[src/rtl/tap_pkg.sv]
// Shared definitions for the JTAG test access port: TAP states, opcodes,
// the IR capture pattern and the instruction-to-data-register decode.
package tap_pkg;

    typedef enum logic [3:0] {
        TAP_TLR    = 4'h0,
        TAP_RTI    = 4'h1,
        TAP_SEL_DR = 4'h2,
        TAP_CAP_DR = 4'h3,
        TAP_SH_DR  = 4'h4,
        TAP_EX1_DR = 4'h5,
        TAP_PAU_DR = 4'h6,
        TAP_EX2_DR = 4'h7,
        TAP_UPD_DR = 4'h8,
        TAP_SEL_IR = 4'h9,
        TAP_CAP_IR = 4'hA,
        TAP_SH_IR  = 4'hB,
        TAP_EX1_IR = 4'hC,
        TAP_PAU_IR = 4'hD,
        TAP_EX2_IR = 4'hE,
        TAP_UPD_IR = 4'hF
    } tap_state_e;

    typedef enum logic [1:0] {
        DR_BYPASS = 2'd0,
        DR_IDCODE = 2'd1,
        DR_BSR    = 2'd2
    } dr_sel_e;

    localparam logic [3:0] OP_EXTEST         = 4'b0000;
    localparam logic [3:0] OP_SAMPLE_PRELOAD = 4'b0001;
    localparam logic [3:0] OP_IDCODE         = 4'b0010;
    localparam logic [3:0] OP_BYPASS         = 4'b1111;

    // Loaded into the IR shift stage in Capture-IR; the trailing 01 lets a
    // host locate IR boundaries in a multi-device chain.
    localparam logic [3:0] IR_CAPTURE = 4'b0001;

    // Map an instruction to the data register it selects; anything
    // undefined falls back to the single-bit bypass register.
    function automatic dr_sel_e decode_dr(input logic [3:0] ir);
        dr_sel_e sel;
        case (ir)
            OP_EXTEST:         sel = DR_BSR;
            OP_SAMPLE_PRELOAD: sel = DR_BSR;
            OP_IDCODE:         sel = DR_IDCODE;
            default:           sel = DR_BYPASS;
        endcase
        return sel;
    endfunction

endpackage

[src/rtl/tap_fsm.sv]
// 16-state TAP controller state machine. Holds only the state register and
// its next-state logic; the next state is exported so the parent can act
// on TLR entry in the same edge.
module tap_fsm
    import tap_pkg::*;
(
    input  logic       tck,
    input  logic       reset,
    input  logic       tms,
    output tap_state_e state_o,
    output tap_state_e next_o
);

    tap_state_e state_q;
    tap_state_e state_d;

    // State register; reset forces Test-Logic-Reset immediately.
    always_ff @(posedge tck or posedge reset) begin
        if (reset) begin
            state_q <= TAP_TLR;
        end else begin
            state_q <= state_d;
        end
    end

    // Next-state decode following the standard TAP diagram.
    always_comb begin
        state_d = state_q;
        case (state_q)
            TAP_TLR:    state_d = tms ? TAP_TLR    : TAP_RTI;
            TAP_RTI:    state_d = tms ? TAP_SEL_DR : TAP_RTI;
            TAP_SEL_DR: state_d = tms ? TAP_SEL_IR : TAP_CAP_DR;
            TAP_CAP_DR: state_d = tms ? TAP_EX1_DR : TAP_SH_DR;
            TAP_SH_DR:  state_d = tms ? TAP_EX1_DR : TAP_SH_DR;
            TAP_EX1_DR: state_d = tms ? TAP_UPD_DR : TAP_PAU_DR;
            TAP_PAU_DR: state_d = tms ? TAP_EX2_DR : TAP_PAU_DR;
            TAP_EX2_DR: state_d = tms ? TAP_UPD_DR : TAP_SH_DR;
            TAP_UPD_DR: state_d = tms ? TAP_SEL_DR : TAP_RTI;
            TAP_SEL_IR: state_d = tms ? TAP_TLR    : TAP_CAP_IR;
            TAP_CAP_IR: state_d = tms ? TAP_EX1_IR : TAP_SH_IR;
            TAP_SH_IR:  state_d = tms ? TAP_EX1_IR : TAP_SH_IR;
            TAP_EX1_IR: state_d = tms ? TAP_UPD_IR : TAP_PAU_IR;
            TAP_PAU_IR: state_d = tms ? TAP_EX2_IR : TAP_PAU_IR;
            TAP_EX2_IR: state_d = tms ? TAP_UPD_IR : TAP_SH_IR;
            TAP_UPD_IR: state_d = tms ? TAP_SEL_DR : TAP_RTI;
            default:    state_d = TAP_TLR;
        endcase
    end

    assign state_o = state_q;
    assign next_o  = state_d;

endmodule

[src/rtl/tap_controller.sv]
// JTAG TAP controller: instruction register, bypass and IDCODE data
// registers, boundary-scan strobe decode and the TDO path multiplexer.
module tap_controller
    import tap_pkg::*;
#(
    parameter logic [31:0] IDCODE = 32'h1000_0001,
    parameter int          IR_LEN = 4
) (
    input  logic              tck,
    input  logic              reset,
    input  logic              tms,
    input  logic              tdi,
    output logic              tdo,
    output logic              tdo_en,
    input  logic              bsr_tdo,
    output logic              bsr_clk_dr,
    output logic              bsr_shift_dr,
    output logic              bsr_update_dr,
    output logic              bsr_mode,
    output logic              bsr_enable_in,
    output logic              bsr_enable_out,
    output logic [IR_LEN-1:0] ir_out
);

    tap_state_e        state_s;
    tap_state_e        next_s;
    dr_sel_e           dr_sel_s;
    logic              bsr_sel_s;

    logic [IR_LEN-1:0] ir_q,       ir_d;
    logic [IR_LEN-1:0] ir_shift_q, ir_shift_d;
    logic              bypass_q,   bypass_d;
    logic [31:0]       idcode_q,   idcode_d;

    tap_fsm u_fsm (
        .tck     (tck),
        .reset   (reset),
        .tms     (tms),
        .state_o (state_s),
        .next_o  (next_s)
    );

    assign dr_sel_s  = decode_dr(ir_q);
    assign bsr_sel_s = (dr_sel_s == DR_BSR);

    // All controller registers; reset discards any partial scan contents.
    always_ff @(posedge tck or posedge reset) begin
        if (reset) begin
            ir_q       <= OP_IDCODE;
            ir_shift_q <= {IR_LEN{1'b0}};
            bypass_q   <= 1'b0;
            idcode_q   <= IDCODE;
        end else begin
            ir_q       <= ir_d;
            ir_shift_q <= ir_shift_d;
            bypass_q   <= bypass_d;
            idcode_q   <= idcode_d;
        end
    end

    // IR shift stage: capture fixed pattern, then shift LSB-first from TDI.
    always_comb begin
        ir_shift_d = ir_shift_q;
        case (state_s)
            TAP_CAP_IR: ir_shift_d = IR_CAPTURE;
            TAP_SH_IR:  ir_shift_d = {tdi, ir_shift_q[IR_LEN-1:1]};
            default:    ir_shift_d = ir_shift_q;
        endcase
    end

    // Active IR: forced to IDCODE on the edge entering TLR, else latched
    // from the shift stage on the edge leaving Update-IR.
    always_comb begin
        ir_d = ir_q;
        if (next_s == TAP_TLR) begin
            ir_d = OP_IDCODE;
        end else if (state_s == TAP_UPD_IR) begin
            ir_d = ir_shift_q;
        end else begin
            ir_d = ir_q;
        end
    end

    // Bypass bit: cleared on capture, follows TDI while shifting.
    always_comb begin
        bypass_d = bypass_q;
        if (dr_sel_s == DR_BYPASS) begin
            case (state_s)
                TAP_CAP_DR: bypass_d = 1'b0;
                TAP_SH_DR:  bypass_d = tdi;
                default:    bypass_d = bypass_q;
            endcase
        end else begin
            bypass_d = bypass_q;
        end
    end

    // IDCODE register: reloads the device ID on capture, shifts LSB-first.
    always_comb begin
        idcode_d = idcode_q;
        if (dr_sel_s == DR_IDCODE) begin
            case (state_s)
                TAP_CAP_DR: idcode_d = IDCODE;
                TAP_SH_DR:  idcode_d = {tdi, idcode_q[31:1]};
                default:    idcode_d = idcode_q;
            endcase
        end else begin
            idcode_d = idcode_q;
        end
    end

    // Boundary-scan strobes, Moore-decoded and gated by BSR selection.
    always_comb begin
        bsr_clk_dr    = 1'b0;
        bsr_shift_dr  = 1'b0;
        bsr_update_dr = 1'b0;
        if (bsr_sel_s) begin
            case (state_s)
                TAP_CAP_DR: bsr_clk_dr = 1'b1;
                TAP_SH_DR: begin
                    bsr_clk_dr   = 1'b1;
                    bsr_shift_dr = 1'b1;
                end
                TAP_UPD_DR: bsr_update_dr = 1'b1;
                default: begin
                    bsr_clk_dr    = 1'b0;
                    bsr_shift_dr  = 1'b0;
                    bsr_update_dr = 1'b0;
                end
            endcase
        end else begin
            bsr_clk_dr    = 1'b0;
            bsr_shift_dr  = 1'b0;
            bsr_update_dr = 1'b0;
        end
    end

    // BSR mode/enable controls come straight from the active instruction.
    always_comb begin
        bsr_mode       = (ir_q == OP_EXTEST);
        bsr_enable_out = (ir_q == OP_EXTEST);
        bsr_enable_in  = (ir_q == OP_EXTEST) || (ir_q == OP_SAMPLE_PRELOAD);
    end

    // TDO path select: LSB of whichever register is being shifted.
    always_comb begin
        tdo    = 1'b0;
        tdo_en = (state_s == TAP_SH_DR) || (state_s == TAP_SH_IR);
        case (state_s)
            TAP_SH_IR: tdo = ir_shift_q[0];
            TAP_SH_DR: begin
                case (dr_sel_s)
                    DR_BSR:    tdo = bsr_tdo;
                    DR_IDCODE: tdo = idcode_q[0];
                    default:   tdo = bypass_q;
                endcase
            end
            default: tdo = 1'b0;
        endcase
    end

    assign ir_out = ir_q;

endmodule

[config.mk]
export PLATFORM = sky130hd
export DESIGN_NAME = tap_controller
export DESIGN_NICKNAME = d
export VERILOG_FILES = /design/src/rtl/tap_pkg.sv /design/src/rtl/tap_fsm.sv /design/src/rtl/tap_controller.sv
export SDC_FILE = /design/constraint.sdc
export NUM_CORES = 1
export LEC_CHECK = 0
export BUFFER_PORTS_ARGS = -buffer_cell sky130_fd_sc_hd__buf_2
export CORE_ASPECT_RATIO = 0.7
export CORE_MARGIN = 2
export CORE_UTILIZATION = 50
export DETAILED_ROUTE_END_ITERATION = 8
export MAX_ROUTING_LAYER = met4
export PLACE_DENSITY = 0.81
export SKIP_CTS_REPAIR_TIMING = 1
export SLEW_MARGIN = 15
export SYNTH_ARGS = -nofsm -noshare
export SYNTH_HDL_FRONTEND = slang
export SYNTH_SLANG_ARGS = --single-unit
[constraint.sdc]
create_clock -name tck -period 2.7 [get_ports tck]
set_clock_uncertainty 0.1 [all_clocks]
set_input_delay 0.54 -clock tck [delete_from_list [all_inputs] [get_ports tck]]
set_output_delay 0.54 -clock tck [all_outputs]
set_load 0.005 [all_outputs]
==> metrics.cfg <==
[cts]
cts_buffer_depth=2
cts_sinks=45
clock_latency_ns=0.30
clkTransAtPathRegs_ns=0.07
cts_htree_levels=2
cts_tree=built
cts_buffers=5
cts_root_buffer=clkbuf_8

[yosys]
syn_area_um2=2040
synth_nets=186
synth_compound_area_frac=0.224
synthXorXnorAreaFrac=0.00430
synth_top_family_by_area=compound AO/OA/AOI/OAI gates
ys_types=38
avgSynthCellArea_um2=11.5
synth-edff-count=0
synthAdderAreaFrac=0.0184
yosysSeqAreaShare=0.554
synth_seq_cells=45
netlist_instances=178
synth_flop_cell=dfrtp_1
yosysWarnings=0
muxShareOfSynthArea=0.0196
synthArstFlopShare=1.00
synth_simple_gate_area_frac=0.114

[floorplan]
start_util=0.520
dieWidth_um=80.3
dieArea_um2=4610
core_um2=3920
placementRows=19
fp.dieH_um=57.4
ios=17

[placement]
place.detailed.hpwl_mm=2.34
gp_congestion=0.860
preCtsSetupSlack_ns=0.0916
dp_cells=237
io_buffer_count=16

[grt]
antenna_found_initial=0
grt_max_degree=31
grt_pass1_wl_mm=5.80
grt_pass1_vias=1219
grt-ovfl-total=0
grt_usage=0.175

[sta]
finalSetupViolCount=0
finalMaxSlewViolations=0
hold_slack_ns=0.124
relSlewSlack=0.595
fin_crit_ns=2.66
finalCritPeriodShare=0.987
hold_viol=0
worst_pin_slew_ns=0.604
tns_ns=0
rsz0062_at_grt=true
setup_ws_ns=0.0363
clock.fmax_ghz=0.375

[run]
drv_cap=0

[detailed_routing]
routed_wirelength_mm=3.43
ant_nets=0
drt-pass1-iter-count=4
drt_iter0_drc=114
vias_per_cell=5.51
vias=1351
routedWlPerCell_um=14.0
drc=0

[power]
fin_total_pwr_mw=2.47
clkPwrFrac=0.167
pwr-share-seq=0.411
ir_worst_vdd_v=0.000726
p_leak_nw=1.10
power_density_nw_per_um2=1100
swShare=0.388
internal_power_mw=1.51
p_comb_frac=0.422
p_sw_uw=959

[worst_setup_path]
ff2ff_setup_slack_ns=0.59
cp-end-kind=output pin
cpPeakStageDelay_ns=0.55
crit_path_max_fanout=4
crit_arrival_ns=2.02
rr_endpoint=idcode_q[21]
r2r_start=ir_out[1]
start_kind=flip-flop
crit_type=reg -> out
r2r_cells=7
cpMaxStageDelayCell=dfstp_2
worstPathRequired_ns=2.06
crit_chain=or4b_4 > ha_4 > a22oi_2 > nand2_1 > o211ai_1 > o21ai_1 > buf_2

[cells_and_area]
antenna_cells=0
fin_nets=200
layout_commonest_cell=dfrtp_1
final_cell_mix=42 x dfrtp_1, 30 x a22o_1, 16 x buf_2
finalNonFillerCells=245
syn_to_final_growth_pct=9.88
drive_gt1_frac=0.207

[worst_hold_path]
hp-class=in -> async

[run_status]
outcome=completed

[cells in the mapped netlist (all sizes together), types with 3 or more instances]
| cell type | count | area, um2 |
|---|---|---|
| dfrtp | 42 | 1050 |
| a22o | 30 | 263 |
| nand2 | 16 | 67.6 |
| nor2 | 13 | 48.8 |
| o21ai | 12 | 60.1 |
| buf | 10 | 96.4 |
| a21oi | 8 | 40.0 |
| clkbuf | 5 | 18.8 |
| inv | 5 | 18.8 |
| mux2i | 4 | 40.0 |
| and2 | 3 | 20.0 |
| dfstp | 3 | 78.8 |
| ha | 3 | 37.5 |
[routing by layer]
metal  vias to the layer above  global-route usage  part of all wire
li1                        670                   -                 -
met1                       646               0.254              0.53
met2                        29               0.220              0.40
met3                         6              0.0696             0.054
met4                         0              0.0654             0.015
met5                         -                   -                 0
[logic make-up after synthesis]
group	after synthesis
AOI/OAI and AO/OA	61
xor gates and xnor gates	1
adders and majority gates	3
buffers and inverters	20
DFF	45
muxes	4
and+or+nand+nor	44
[state kept, by name (all words and copies together), names as in the netlist]
signal / cells
bypass_q: 1
idcode_q: 32
u_fsm.state_o: 4
ir_out: 4
ir_shift_q: 4
[critical path: cells and delay by family (launching register included)]
kind	cells	cell delay, ns
adder cells (fa/ha/maj)	1	0.19
buffers and inverters	1	0.13
flip-flops	1	0.55
AND/OR/NAND/NOR	2	0.56
AO/OA/AOI/OAI	3	0.30
[worst max path at each step]
stage               startpoint   to  slack (ns)  cells after the start
floorplan            ir_out[1]  tdo        0.25                      7
global route         ir_out[1]  tdo       -0.08                      8
CTS                  ir_out[1]  tdo       -0.25                      7
detailed placement   ir_out[1]  tdo        0.09                      7
finish               ir_out[1]  tdo        0.04                      7
global placement     ir_out[1]  tdo        0.13                      7
[per-stage QoR]
| stage | cell area, um2 | utilization |
|---|---|---|
| 2_1_floorplan | 2040 | - |
| 3_3_place_gp | 2130 | 0.542 |
| 3_5_place_dp | 2130 | 0.542 |
| 4_1_cts | 2220 | 0.565 |
| 5_1_grt | 2240 | 0.571 |
| 6_report | 2240 | 0.571 |
[power groups by stage]
stage | logic (mW) | registers [mW] | clock network, mW
after floorplan | 0.880 | 0.948 | 0
after CTS | 0.997 | 1.01 | 0.430
after global routing | 1.18 | 1.04 | 0.456
final | 1.04 | 1.01 | 0.412
after detailed placement | 0.997 | 1.02 | 0
after global placement | 0.979 | 1.01 | 0
[final cells by class]
type | count | area, um2
fill | 322 | 1680
clock buffer | 8 | 90.1
sequential | 45 | 1130
tap | 52 | 65.1
timing repair buffer | 22 | 138
inverter | 5 | 18.8
multi-input combinational | 113 | 798
Power figures use the tool's default switching activity.
